$ cat config.mk
export PLATFORM = sky130hd
export DESIGN_NAME = mem_port_arbiter
export DESIGN_NICKNAME = d
export VERILOG_FILES = /design/src/rtl/mem_port_arbiter.sv
export SDC_FILE = /design/constraint.sdc
export NUM_CORES = 1
export LEC_CHECK = 0
export BUFFER_PORTS_ARGS = -buffer_cell sky130_fd_sc_hd__buf_2
export CAP_MARGIN = 20
export CELL_PAD_IN_SITES_DETAIL_PLACEMENT = 1
export CELL_PAD_IN_SITES_GLOBAL_PLACEMENT = 2
export CORE_MARGIN = 10
export CORE_UTILIZATION = 23
export CTS_BUF_LIST = sky130_fd_sc_hd__clkbuf_16
export DETAILED_ROUTE_END_ITERATION = 10
export PLACE_DENSITY = 0.73
export SYNTH_ARGS = -nofsm -noshare
export SYNTH_HDL_FRONTEND = slang
export SYNTH_SLANG_ARGS = --single-unit
$ cat constraint.sdc
create_clock -name clk -period 2 [get_ports clk]
set_input_delay 0.2 -clock clk [delete_from_list [all_inputs] [get_ports clk]]
set_output_delay 0.2 -clock clk [all_outputs]
set_load 0.005 [all_outputs]
$ cat src/rtl/mem_port_arbiter.sv
// rtl/mem_port_arbiter.sv - shares one variable-latency memory port between fetch and data requesters
// Each granted access runs to completion or timeout; data wins ties unless fetch has lost MAX_D_STREAK in a row.
module mem_port_arbiter #(
  parameter int ADDR_WIDTH     = 32,
  parameter int DATA_WIDTH     = 32,
  parameter int TIMEOUT_CYCLES = 16,
  parameter int MAX_D_STREAK   = 4
) (
  input  logic                  clk,
  input  logic                  reset,
  input  logic                  if_req,
  input  logic [ADDR_WIDTH-1:0] if_addr,
  output logic                  if_done,
  output logic [DATA_WIDTH-1:0] if_rdata,
  output logic                  if_err,
  input  logic                  d_req,
  input  logic                  d_we,
  input  logic [ADDR_WIDTH-1:0] d_addr,
  input  logic [DATA_WIDTH-1:0] d_wdata,
  output logic                  d_done,
  output logic [DATA_WIDTH-1:0] d_rdata,
  output logic                  d_err,
  output logic                  mem_req,
  output logic                  mem_we,
  output logic [ADDR_WIDTH-1:0] mem_addr,
  output logic [DATA_WIDTH-1:0] mem_wdata,
  input  logic [DATA_WIDTH-1:0] mem_rdata,
  input  logic                  mem_ready,
  output logic [1:0]            owner
);

  localparam int TW = $clog2(TIMEOUT_CYCLES + 1);
  localparam int SW = $clog2(MAX_D_STREAK + 1);

  typedef enum logic [1:0] {S_IDLE, S_BUSY_I, S_BUSY_D, S_RESP} state_t;

  state_t                state_q, state_d;
  logic [ADDR_WIDTH-1:0] addr_q, addr_d;
  logic                  we_q, we_d;
  logic [DATA_WIDTH-1:0] wdata_q, wdata_d;
  logic [DATA_WIDTH-1:0] rdata_q, rdata_d;
  logic                  err_q, err_d;
  logic                  own_d_q, own_d_d;
  logic [TW-1:0]         tcnt_q, tcnt_d;
  logic [SW-1:0]         streak_q, streak_d;

  logic grant_d, grant_i, busy, resp;

  always_ff @(posedge clk or negedge reset) begin
    if (!reset) begin
      state_q  <= S_IDLE;
      addr_q   <= '0;
      we_q     <= 1'b0;
      wdata_q  <= '0;
      rdata_q  <= '0;
      err_q    <= 1'b0;
      own_d_q  <= 1'b0;
      tcnt_q   <= '0;
      streak_q <= '0;
    end else begin
      state_q  <= state_d;
      addr_q   <= addr_d;
      we_q     <= we_d;
      wdata_q  <= wdata_d;
      rdata_q  <= rdata_d;
      err_q    <= err_d;
      own_d_q  <= own_d_d;
      tcnt_q   <= tcnt_d;
      streak_q <= streak_d;
    end
  end

  // Fetch is forced to win only when it is contending and data has used up its streak.
  assign grant_d = d_req && !(if_req && (streak_q == SW'(MAX_D_STREAK)));
  assign grant_i = if_req && !grant_d;

  always_comb begin
    state_d  = state_q;
    addr_d   = addr_q;
    we_d     = we_q;
    wdata_d  = wdata_q;
    rdata_d  = rdata_q;
    err_d    = err_q;
    own_d_d  = own_d_q;
    tcnt_d   = tcnt_q;
    streak_d = streak_q;
    case (state_q)
      S_IDLE: begin
        if (grant_d) begin
          state_d = S_BUSY_D;
          addr_d  = d_addr;
          we_d    = d_we;
          wdata_d = d_wdata;
          own_d_d = 1'b1;
          tcnt_d  = '0;
          if (if_req) streak_d = streak_q + 1'b1;
        end else if (grant_i) begin
          state_d  = S_BUSY_I;
          addr_d   = if_addr;
          we_d     = 1'b0;
          wdata_d  = '0;
          own_d_d  = 1'b0;
          tcnt_d   = '0;
          streak_d = '0;
        end
      end
      S_BUSY_I, S_BUSY_D: begin
        if (mem_ready) begin
          rdata_d = we_q ? '0 : mem_rdata;
          err_d   = 1'b0;
          state_d = S_RESP;
        end else if (tcnt_q == TW'(TIMEOUT_CYCLES - 1)) begin
          rdata_d = '0;
          err_d   = 1'b1;
          state_d = S_RESP;
        end else begin
          tcnt_d = tcnt_q + 1'b1;
        end
      end
      default: state_d = S_IDLE;
    endcase
  end

  assign busy      = (state_q == S_BUSY_I) || (state_q == S_BUSY_D);
  assign resp      = (state_q == S_RESP);
  assign mem_req   = busy;
  assign mem_we    = (state_q == S_BUSY_D) && we_q;
  assign mem_addr  = busy ? addr_q : '0;
  assign mem_wdata = busy ? wdata_q : '0;
  assign if_done   = resp && !own_d_q;
  assign d_done    = resp && own_d_q;
  assign if_rdata  = if_done ? rdata_q : '0;
  assign d_rdata   = d_done ? rdata_q : '0;
  assign if_err    = if_done && err_q;
  assign d_err     = d_done && err_q;

  always_comb begin
    owner = 2'b00;
    case (state_q)
      S_BUSY_I: owner = 2'b01;
      S_BUSY_D: owner = 2'b10;
      S_RESP:   owner = own_d_q ? 2'b10 : 2'b01;
      default:  owner = 2'b00;
    endcase
  end

endmodule

=== After elaboration in Yosys (flattened, before gate mapping) ===
Cells that the tools add are included.

* Register bits: 109
* Logic and storage cells: 74

* $add $sub $neg: 2
* Eq/ne operators: 10
* Mux-type cells: 31
* Reduce and logical (&&, ||, !) cells: 22

{| class="wikitable"
|+ Operators with widths
! operator !! count
|-
| 32-bit 2-to-1 mux || 11
|-
| 5-bit 2-to-1 mux || 4
|-
| 2-bit 2-to-1 mux || 5
|-
| 5-bit case mux with 2 select lines || 1
|-
| 3-bit 2-to-1 mux || 3
|-
| 1-bit logical AND || 8
|-
| 2-bit inequality test, second input constant || 3
|-
| 3-bit inequality test, second input constant || 2
|-
| 2-bit case mux with 3 select lines || 1
|-
| 2-bit AND reduction || 3
|-
| 2-bit nonzero test || 3
|-
| 5-bit by 1-bit adder with 5-bit output, second input constant || 1
|-
| 5-bit by 4-bit == test with 1-bit output, second input constant || 1
|-
| 1-bit 2-to-1 mux || 5
|-
| 2-bit == test, second input constant || 2
|-
| 2-bit case mux with 2 select lines || 1
|-
| 4-bit AND reduction || 1
|-
| 3-bit by 1-bit adder with 3-bit output, second input constant || 1
|-
| 3-bit == test, second input constant || 1
|-
| 1-bit zero test || 3
|-
| 3-bit AND reduction || 1
|-
| 2-bit by 1-bit == test with 1-bit output, second input constant || 1
|-
| 2-bit zero test || 1
|-
| 2-bit OR reduction || 1
|-
| 1-bit logical OR || 1
|}

=== Longest topological paths before layout ===
Gate-level depths: netlist (run 1).

* Depth in word-level cells: 9
* Mapped depth: 7

=== Least setup slack after synthesis (run 1) ===
Ideal clock, no wire load.

* Path type: register to register
* From: register tcnt_q[0]
* To: register tcnt_q[2]
* Library setup time: 0.126 ns
* Data arrival time: 1.846 ns
* Required time: 1.874 ns
* Setup slack: 0.028 ns
* Cell stages (with the launch flop): 7
* Path through: dfrtp_1 -> ha_1 -> and3_1 -> ha_1 -> o21ai_1 -> o211ai_1 -> a221o_1

* Word-level cells in the longest chain between the ends: 4

{| class="wikitable"
|+ Ends and longest elaborated chain
! what !! line !! RTL
|-
| from (decl) || 44 || <nowiki>logic [TW-1:0] tcnt_q, tcnt_d;</nowiki>
|-
| from (signal assigned) || 68 || <nowiki>tcnt_q <= tcnt_d;</nowiki>
|-
| 5-bit by 1-bit adder with 5-bit output || 117 || <nowiki>tcnt_d = tcnt_q + 1'b1;</nowiki>
|-
| 5-bit 2-to-1 mux || 112 || <nowiki>end else if (tcnt_q == TW'(TIMEOUT_CYCLES - 1)) begin</nowiki>
|-
| 5-bit 2-to-1 mux || 108 || <nowiki>if (mem_ready) begin</nowiki>
|-
| 5-bit case mux with 2 select lines || 87 || <nowiki>case (state_q)</nowiki>
|}

Parallel ways exist; a longest one is shown, timed or not. The select of a mux whose other input is x is not followed.
A chain may end at the register's enable or synchronous reset.

=== Worst setup path after layout (run 1) ===
* From: register tcnt_q[0]
* To: register tcnt_q[3]

Same word-level chain as after synthesis.

==> flow_summary.html, run 1 <==
<table>
<tr><th>Metric</th><th>Value</th></tr>
<tr><th colspan="2">Outcome</th></tr>
<tr><td>Result of the run</td><td>finished clean</td></tr>
<tr><th colspan="2">Floorplan</th></tr>
<tr><td>Die width</td><td>176 µm</td></tr>
<tr><td># IOs</td><td>270</td></tr>
<tr><td>Die Ht</td><td>176 µm</td></tr>
<tr><td>Die Outline Area</td><td>30800 µm²</td></tr>
<tr><td>Core ar.</td><td>around 24000 µm²</td></tr>
<tr><td>Initial Util</td><td>a little under a quarter</td></tr>
<tr><td>Cell row count</td><td>56</td></tr>
<tr><th colspan="2">Global routing</th></tr>
<tr><td>Global routing usage summed across all routing layers</td><td>14.0%</td></tr>
<tr><td>Via count of the first global-routing pass</td><td>between 5000 and 6000</td></tr>
<tr><td>Layer with the highest usage after global routing</td><td>met2</td></tr>
<tr><td>Pin count of the biggest net entering global routing</td><td>between 100 and 150</td></tr>
<tr><td>Wire length of the first global-routing pass</td><td>34.9 mm</td></tr>
<tr><td>Met3 usage in global routing</td><td>5.49%</td></tr>
<tr><td>Met1 Resource Use GR</td><td>18.2%</td></tr>
<tr><td>Remaining Overflow, GRT</td><td>0</td></tr>
<tr><td>Initial antenna violation count</td><td>2</td></tr>
<tr><td>Routing usage on met2</td><td>21.6%</td></tr>
<tr><th colspan="2">Detailed routing</th></tr>
<tr><td>Average wire per standard cell</td><td>18.7 µm</td></tr>
<tr><td>Post-route DRC violation count</td><td>0</td></tr>
<tr><td>Routed Wire Length</td><td>roughly 22 mm</td></tr>
<tr><td>Post-route ant nets</td><td>0</td></tr>
<tr><td>Length of the first detailed-routing pass in iterations</td><td>5</td></tr>
<tr><td>Vias per Instance</td><td>roughly 4.6</td></tr>
<tr><td>Violation count after the first detailed-route iteration</td><td>204</td></tr>
<tr><td>Via count</td><td>5545</td></tr>
<tr><th colspan="2">Setup path</th></tr>
<tr><td>Worst path cell trace</td><td>ha_1 -&gt; and3_1 -&gt; ha_2 -&gt; o21ai_2 -&gt; o211ai_1 -&gt; a221o_1</td></tr>
<tr><td>Buffers &amp; Inverters on Critical Path</td><td>0</td></tr>
<tr><td>Path type of the worst setup path</td><td>reg -&gt; reg</td></tr>
<tr><td>Stage delay of the slowest cell on the critical path</td><td>just under 400 ps</td></tr>
<tr><td>Crit start category</td><td>flop</td></tr>
<tr><td>Critical path arrival</td><td>2190 ps</td></tr>
<tr><td>Critical path peak fanout</td><td>4</td></tr>
<tr><td>Slowest cell on the critical path</td><td>sky130_fd_sc_hd__dfrtp_1</td></tr>
<tr><td>Top delay family on crit path</td><td>compound AO/OA/AOI/OAI gates</td></tr>
<tr><td>Category of the worst setup path capture point</td><td>flop</td></tr>
<tr><td>Required time at the worst-slack endpoint</td><td>2240 ps</td></tr>
<tr><th colspan="2">Timing</th></tr>
<tr><td>Finish-stage setup viols</td><td>0</td></tr>
<tr><td>Headroom to the max-slew limit</td><td>38.1%</td></tr>
<tr><td>Final hold violation count</td><td>0</td></tr>
<tr><td>Worst hold slack</td><td>65.0 ps</td></tr>
<tr><td>Maximum frequency from static timing analysis</td><td>0.512 GHz</td></tr>
<tr><td>Worst setup skew after layout</td><td>15.7 ps</td></tr>
<tr><td>Post-layout min period</td><td>1950 ps</td></tr>
<tr><td>Tcrit/Tclk final</td><td>between 90% and 100%</td></tr>
<tr><td>Number of pins with negative max-slew slack in the final report</td><td>0</td></tr>
<tr><td>Slew of the pin with the lowest slew margin</td><td>between 900 and 1000 ps</td></tr>
<tr><td>Setup TNS</td><td>0 ps</td></tr>
<tr><th colspan="2">Worst hold path</th></tr>
<tr><td>Classification of the worst-slack hold path</td><td>in -&gt; reg</td></tr>
<tr><th colspan="2">Clock tree</th></tr>
<tr><td>Clock slew seen by the registers of the worst setup and hold paths</td><td>approximately 80 ps</td></tr>
<tr><td>H-tree level count</td><td>3</td></tr>
<tr><td>Clock Latency Late Sink</td><td>~350 ps</td></tr>
<tr><td>Root buf cell</td><td>sky130_fd_sc_hd__clkbuf_16</td></tr>
<tr><td>Maximum clock path buffer count</td><td>2</td></tr>
<tr><td>Clock sinks</td><td>about 110</td></tr>
<tr><td>Number of clock buffers inserted by TritonCTS</td><td>9</td></tr>
<tr><td>CTS tree</td><td>done</td></tr>
<tr><th colspan="2">Power and ir drop</th></tr>
<tr><td>Power density over the cells</td><td>1540 nW/µm²</td></tr>
<tr><td>Highest ir drop seen on vdd</td><td>0.713 mV</td></tr>
<tr><td>Static leakage</td><td>0.00407 µW</td></tr>
<tr><td>Total Power</td><td>12000 µW</td></tr>
<tr><th colspan="2">Placement</th></tr>
<tr><td>IO buf count</td><td>269</td></tr>
<tr><td>DPL Wire Length</td><td>~17 mm</td></tr>
<tr><td>RePlAce Congestion</td><td>0.779</td></tr>
<tr><th colspan="2">Yosys</th></tr>
<tr><td>Synthesis Warnings</td><td>0</td></tr>
<tr><td>Sequential-to-total area share from yosys stat</td><td>49.0%</td></tr>
<tr><td>Synth cell types</td><td>33</td></tr>
<tr><td>Synth Instances</td><td>621</td></tr>
<tr><td>Syn Nets</td><td>763</td></tr>
<tr><td>Synthesized area</td><td>approximately 5600 µm²</td></tr>
<tr><td>Mapped Avg Cell Area</td><td>between 8 and 9 µm²</td></tr>
<tr><td>Post-synthesis register bit count</td><td>109</td></tr>
<tr><th colspan="2">Finish</th></tr>
<tr><td>Area occupied by registers</td><td>2730 µm²</td></tr>
<tr><td>Highest-count cells in the layout ignoring fill and taps</td><td>sky130_fd_sc_hd__buf_2 (268), sky130_fd_sc_hd__dfrtp_1 (109), sky130_fd_sc_hd__and2_1 (99)</td></tr>
<tr><td>Growth of design area from synthesis to finish</td><td>40.1%</td></tr>
<tr><td>Proportion of layout cells with a drive suffix above 1</td><td>36.9%</td></tr>
<tr><td>Fill cells</td><td>2896</td></tr>
<tr><td>Combined area of the multi-input logic cells</td><td>2620 µm²</td></tr>
<tr><td>Fin nets</td><td>just over 1000</td></tr>
<tr><td>Most common cell after layout, fill and taps aside</td><td>sky130_fd_sc_hd__buf_2</td></tr>
<tr><th colspan="2">Run</th></tr>
<tr><td>Count of maximum capacitance violations</td><td>0</td></tr>
</table>
[cells in the mapped netlist, drive strengths merged]
master / count / area share [%]
nor3b: 2 / 0.27
a21o: 3 / 0.40
a311oi: 1 / 0.16
dfrtp: 109 / 49
clkbuf: 44 / 3.0
nor3: 4 / 0.36
nand4b: 1 / 0.16
o21a: 1 / 0.13
o211ai: 1 / 0.13
and3: 37 / 4.2
nand2: 69 / 4.7
a221o: 2 / 0.36
ha: 8 / 1.8
a211oi: 1 / 0.13
a22o: 35 / 5.5
o21ai: 70 / 6.3
nor4: 1 / 0.11
nand3: 35 / 3.1
or3b: 2 / 0.36
a32o: 2 / 0.36
a31oi: 32 / 3.6
a21oi: 4 / 0.36
buf: 12 / 1.2
and2: 100 / 11
inv: 8 / 0.54
nor2b: 1 / 0.11
nor2: 36 / 2.4
[layer usage]
layer / vias to the layer above / wire [µm]
met4: 2 / 222
li1: 2649 / -
met3: 16 / 2160
met5: - / 13
met2: 203 / 9740
met1: 2675 / 10300
[cells by family (layout without fill, tap and decap cells)]
kind of cell               after synthesis  after routing  synth area share [%]
AOI/OAI and AO/OA                      152            152                  17.4
buffers and inverters                   64            324                  4.72
DFF                                    109            109                  49.0
and+or+nand+nor                        288            288                  27.0
adders and majority gates                8              8                  1.80
other                                    0              1                     0
[final timing paths]
path | from | to | slack, ps | depth (start not counted)
worst max-delay path | tcnt_q[0]$_DFFE_PN0P_ | tcnt_q[3]$_DFFE_PN0P_ | 50 | 6
worst min-delay path | mem_rdata[29] | rdata_q[29]$_DFFE_PN0P_ | 60 | 2
worst max register to register | tcnt_q[0]$_DFFE_PN0P_ | tcnt_q[3]$_DFFE_PN0P_ | 50 | 6
worst min register to register | wdata_q[25]$_DFFE_PN0P_ | wdata_q[25]$_DFFE_PN0P_ | 470 | 2
max in group asynchronous | reset | addr_q[31]$_DFFE_PN0P_ | 1020 | 3
min in group asynchronous | reset | rdata_q[10]$_DFFE_PN0P_ | 480 | 3
[stage by stage]
step	area (µm²)	cells	worst slack, ps	util, %
6_report	7800	1201	45.0	33.0
5_1_grt	7790	1200	-26.7	33.0
4_1_cts	7760	1198	28.1	32.8
3_5_place_dp	7450	1182	37.3	31.5
3_3_place_gp	7450	1182	100	31.5
2_1_floorplan	5570	621	28.2	-
[where the power goes]
group / leakage [µW] / total (µW) / switching, µW / internal [µW]
combinational: 0.00258 / 6330 / 3390 / 2940
sequential: 0.00135 / 3810 / 574 / 3230
clock: 0.000143 / 1830 / 864 / 968
[sequential cells by signal, summed over array words and instances (netlist names), 2 cells and up]
signal    flops
tcnt_q        5
state_q       2
addr_q       32
wdata_q      32
streak_q      3
rdata_q      32
[area by class of cell]
cell class	count	area share (%)
diodes	1	0.0321
clock buffers	9	2.89
clock inverters	6	0.818
inverters	8	0.385
multi-input cells	448	33.6
flip-flops and latches	109	35.0
well taps	319	5.12
repair buffers	301	22.2
[what timing repair did]
action / in CTS / in global routing
cloned: 0 / 0
setup endpoints to repair: 14 / 57
hold endpoints to repair: 109 / 0
buffers inserted: 0 / 2
resized for setup: 1 / 7
pin swaps: 0 / 4
hold buffers: 1 / 0
No activity file was read; power rests on OpenSTA's default activity.
==> inputs of run 2 (changes only) <==
--- a/config.mk
+++ b/config.mk
@@ -5,7 +5,7 @@
 export SDC_FILE = /design/constraint.sdc
 export NUM_CORES = 1
 export LEC_CHECK = 0
-export BUFFER_PORTS_ARGS = -buffer_cell sky130_fd_sc_hd__buf_2
+export BUFFER_PORTS_ARGS = -buffer_cell sky130_fd_sc_hd__buf_4
 export CAP_MARGIN = 20
 export CELL_PAD_IN_SITES_DETAIL_PLACEMENT = 1
 export CELL_PAD_IN_SITES_GLOBAL_PLACEMENT = 2
==> flow_summary.html, run 2 (synthesized netlist as in run 1, its figures left out) <==
<table>
<tr><th>Metric</th><th>Value</th></tr>
<tr><th colspan="2">Outcome</th></tr>
<tr><td>Result of the run</td><td>finished clean</td></tr>
<tr><th colspan="2">Placement</th></tr>
<tr><td>IO buf count</td><td>269</td></tr>
<tr><td>DPL Wire Length</td><td>roughly 17 mm</td></tr>
<tr><td>RePlAce Congestion</td><td>0.723</td></tr>
<tr><td>Cell count after placement</td><td>1182</td></tr>
<tr><th colspan="2">Finish</th></tr>
<tr><td>Fin nets</td><td>slightly above 1000</td></tr>
<tr><td>Highest-count cells in the layout ignoring fill and taps</td><td>sky130_fd_sc_hd__buf_4 (284), sky130_fd_sc_hd__dfrtp_1 (109), sky130_fd_sc_hd__and2_1 (86)</td></tr>
<tr><td>Number of cells in the finished layout apart from fillers</td><td>around 1200</td></tr>
<tr><td>Regs by FF count</td><td>addr_q (32), rdata_q (32), wdata_q (32)</td></tr>
<tr><td>Fin util</td><td>36.5%</td></tr>
<tr><td>Growth of design area from synthesis to finish</td><td>54.7%</td></tr>
<tr><td>Proportion of layout cells with a drive suffix above 1</td><td>about 39%</td></tr>
<tr><td>Antenna diodes</td><td>0</td></tr>
<tr><td>Most common cell after layout, fill and taps aside</td><td>sky130_fd_sc_hd__buf_4</td></tr>
<tr><th colspan="2">Detailed routing</th></tr>
<tr><td>Via count</td><td>5550</td></tr>
<tr><td>Post-route ant nets</td><td>0</td></tr>
<tr><td>Routed Wire Length</td><td>23.4 mm</td></tr>
<tr><td>Average wire per standard cell</td><td>19.4 µm</td></tr>
<tr><td>Vias per Instance</td><td>4.61</td></tr>
<tr><td>Violation count after the first detailed-route iteration</td><td>about 260</td></tr>
<tr><td>Post-route DRC violation count</td><td>0</td></tr>
<tr><td>Length of the first detailed-routing pass in iterations</td><td>4</td></tr>
<tr><th colspan="2">Floorplan</th></tr>
<tr><td>Die width</td><td>176 µm</td></tr>
<tr><td># IOs</td><td>270</td></tr>
<tr><td>Die Ht</td><td>176 µm</td></tr>
<tr><td>Cell row count</td><td>56</td></tr>
<tr><td>Die Outline Area</td><td>30800 µm²</td></tr>
<tr><td>Initial Util</td><td>23.6%</td></tr>
<tr><td>Core ar.</td><td>23600 µm²</td></tr>
<tr><th colspan="2">Timing</th></tr>
<tr><td>Number of pins with negative max-slew slack in the final report</td><td>0</td></tr>
<tr><td>Tcrit/Tclk final</td><td>95.4%</td></tr>
<tr><td>RSZ-0062 raised after global routing</td><td>yes</td></tr>
<tr><td>Headroom to the max-slew limit</td><td>52.6%</td></tr>
<tr><td>Worst hold slack</td><td>56.2 ps</td></tr>
<tr><td>Worst setup skew after layout</td><td>15.9 ps</td></tr>
<tr><td>Finish-stage setup viols</td><td>0</td></tr>
<tr><td>Slew of the pin with the lowest slew margin</td><td>roughly 700 ps</td></tr>
<tr><td>Final hold violation count</td><td>0</td></tr>
<tr><td>Maximum frequency from static timing analysis</td><td>0.524 GHz</td></tr>
<tr><td>Post-layout min period</td><td>around 1900 ps</td></tr>
<tr><th colspan="2">Global routing</th></tr>
<tr><td>Pin count of the biggest net entering global routing</td><td>42</td></tr>
<tr><td>Met1 Resource Use GR</td><td>17.7%</td></tr>
<tr><td>Layer with the highest usage after global routing</td><td>met2</td></tr>
<tr><td>Wire length of the first global-routing pass</td><td>36.1 mm</td></tr>
<tr><td>Routing usage on met2</td><td>23.6%</td></tr>
<tr><td>Global routing usage summed across all routing layers</td><td>~15%</td></tr>
<tr><td>Initial antenna violation count</td><td>1</td></tr>
<tr><td>Met3 usage in global routing</td><td>about 7%</td></tr>
<tr><td>Via count of the first global-routing pass</td><td>about 6000</td></tr>
<tr><td>Remaining Overflow, GRT</td><td>0</td></tr>
<tr><th colspan="2">Power and ir drop</th></tr>
<tr><td>Power density over the cells</td><td>1540 nW/µm²</td></tr>
<tr><td>Static leakage</td><td>0.00427 µW</td></tr>
<tr><td>Highest ir drop seen on vdd</td><td>0.542 mV</td></tr>
<tr><td>Total Power</td><td>about 13000 µW</td></tr>
<tr><th colspan="2">Setup path</th></tr>
<tr><td>Crit start category</td><td>flop</td></tr>
<tr><td>Endpoint of the worst register-to-register path</td><td>state_q[1]$_DFFE_PN0P_</td></tr>
<tr><td>Critical path peak fanout</td><td>20</td></tr>
<tr><td>Required time at the worst-slack endpoint</td><td>1800 ps</td></tr>
<tr><td>Critical path arrival</td><td>1710 ps</td></tr>
<tr><td>Worst flop-to-flop path startpoint</td><td>tcnt_q[1]$_DFFE_PN0P_</td></tr>
<tr><td>Worst reg2reg setup slack</td><td>approximately 130 ps</td></tr>
<tr><td>Number of cells on the worst reg-to-reg path</td><td>6</td></tr>
<tr><td>Path type of the worst setup path</td><td>reg -&gt; out</td></tr>
<tr><td>Category of the worst setup path capture point</td><td>output pin</td></tr>
<tr><th colspan="2">Worst hold path</th></tr>
<tr><td>Start point of the worst hold path</td><td>mem_rdata[10]</td></tr>
<tr><td>Worst hold path endpoint</td><td>rdata_q[10]$_DFFE_PN0P_</td></tr>
<tr><td>Classification of the worst-slack hold path</td><td>in -&gt; reg</td></tr>
<tr><td>Hold Path Cell Cnt</td><td>2</td></tr>
<tr><th colspan="2">Clock tree</th></tr>
<tr><td>H-tree level count</td><td>3</td></tr>
<tr><td>Clock sinks</td><td>109</td></tr>
<tr><td>Number of clock buffers inserted by TritonCTS</td><td>9</td></tr>
<tr><td>Maximum clock path buffer count</td><td>2</td></tr>
<tr><td>Clock slew seen by the registers of the worst setup and hold paths</td><td>80 ps</td></tr>
<tr><td>CTS tree</td><td>done</td></tr>
<tr><td>Clock Latency Late Sink</td><td>360 ps</td></tr>
<tr><td>Root buf cell</td><td>sky130_fd_sc_hd__clkbuf_16</td></tr>
<tr><th colspan="2">Run</th></tr>
<tr><td>Count of maximum capacitance violations</td><td>0</td></tr>
</table>
-- run 2: changes by cell type in the layout (fill, tap and decap cells not counted), moves of 2 or more --
| cell | delta |
|---|---|
| sky130_fd_sc_hd__buf_12 | +4 |
| sky130_fd_sc_hd__and2_1 | -13 |
| sky130_fd_sc_hd__and2_4 | +13 |
| sky130_fd_sc_hd__buf_2 | -268 |
| sky130_fd_sc_hd__buf_4 | +264 |
| sky130_fd_sc_hd__inv_2 | +2 |
| sky130_fd_sc_hd__inv_1 | -2 |
| sky130_fd_sc_hd__clkinv_4 | +2 |
-- run 2: worst max path at each step --
stage / start / endpoint / slack [ps]
2_1_floorplan: tcnt_q[0]$_DFFE_PN0P_ / tcnt_q[2]$_DFFE_PN0P_ / 30
3_3_place_gp: state_q[0]$_DFFE_PN0P_ / tcnt_q[3]$_DFFE_PN0P_ / 120
3_5_place_dp: state_q[0]$_DFFE_PN0P_ / owner[0] / -1
4_1_cts: state_q[0]$_DFFE_PN0P_ / mem_addr[31] / 10
5_1_grt: state_q[0]$_DFFE_PN0P_ / mem_addr[18] / -30
6_report: state_q[0]$_DFFE_PN0P_ / mem_wdata[28] / 90
-- run 2: stage by stage --
stage                     worst slack (ps)  setup TNS, ps  area, µm²
after floorplan                       28.2              0       5570
after global placement                 118              0       8130
after detailed placement             -1.24          -1.24       8130
after CTS                             10.1              0       8520
after global routing                 -27.9           -163       8610
final                                 91.7              0       8610
-- run 2: area by class of cell --
type / count / area [µm²]
fillers: 2757 / 15000
inverters: 8 / 30.0
clock buffers: 9 / 225
flip-flops and latches: 109 / 2730
clock inverters: 7 / 75.1
multi-input cells: 449 / 2670
well taps: 319 / 399
repair buffers: 303 / 2490
-- run 2: metal layers --
layer  vias up  wire, µm
li1       2664         -
met5         -         0
met1      2666     10200
met3        11      2500
met2       209     10500
met4         0       210
-- run 2: where the power goes --
group / internal [µW] / leakage [µW] / switching (µW)
Clock: 982 / 0.000150 / 897
Combinational: 3930 / 0.00277 / 3630
Sequential: 3230 / 0.00135 / 582
-- run 2: repair_timing --
| item | in CTS | in global routing |
|---|---|---|
| cloned | 2 | 0 |
| hold buffers | 1 | 0 |
| pin swaps | 1 | 2 |
| setup endpoints to repair | 99 | 41 |
| hold endpoints to repair | 29 | 0 |
| buffers inserted | 0 | 3 |
| gates resized for setup | 13 | 19 |
-- run 2: worst max-delay path, cell delays in order (launching register included) --
cell                      delay [ps]
sky130_fd_sc_hd__dfrtp_1         370
sky130_fd_sc_hd__buf_6           120
sky130_fd_sc_hd__inv_2            50
sky130_fd_sc_hd__ha_4            360
sky130_fd_sc_hd__buf_12          180
sky130_fd_sc_hd__and2_1          140
sky130_fd_sc_hd__buf_4           120
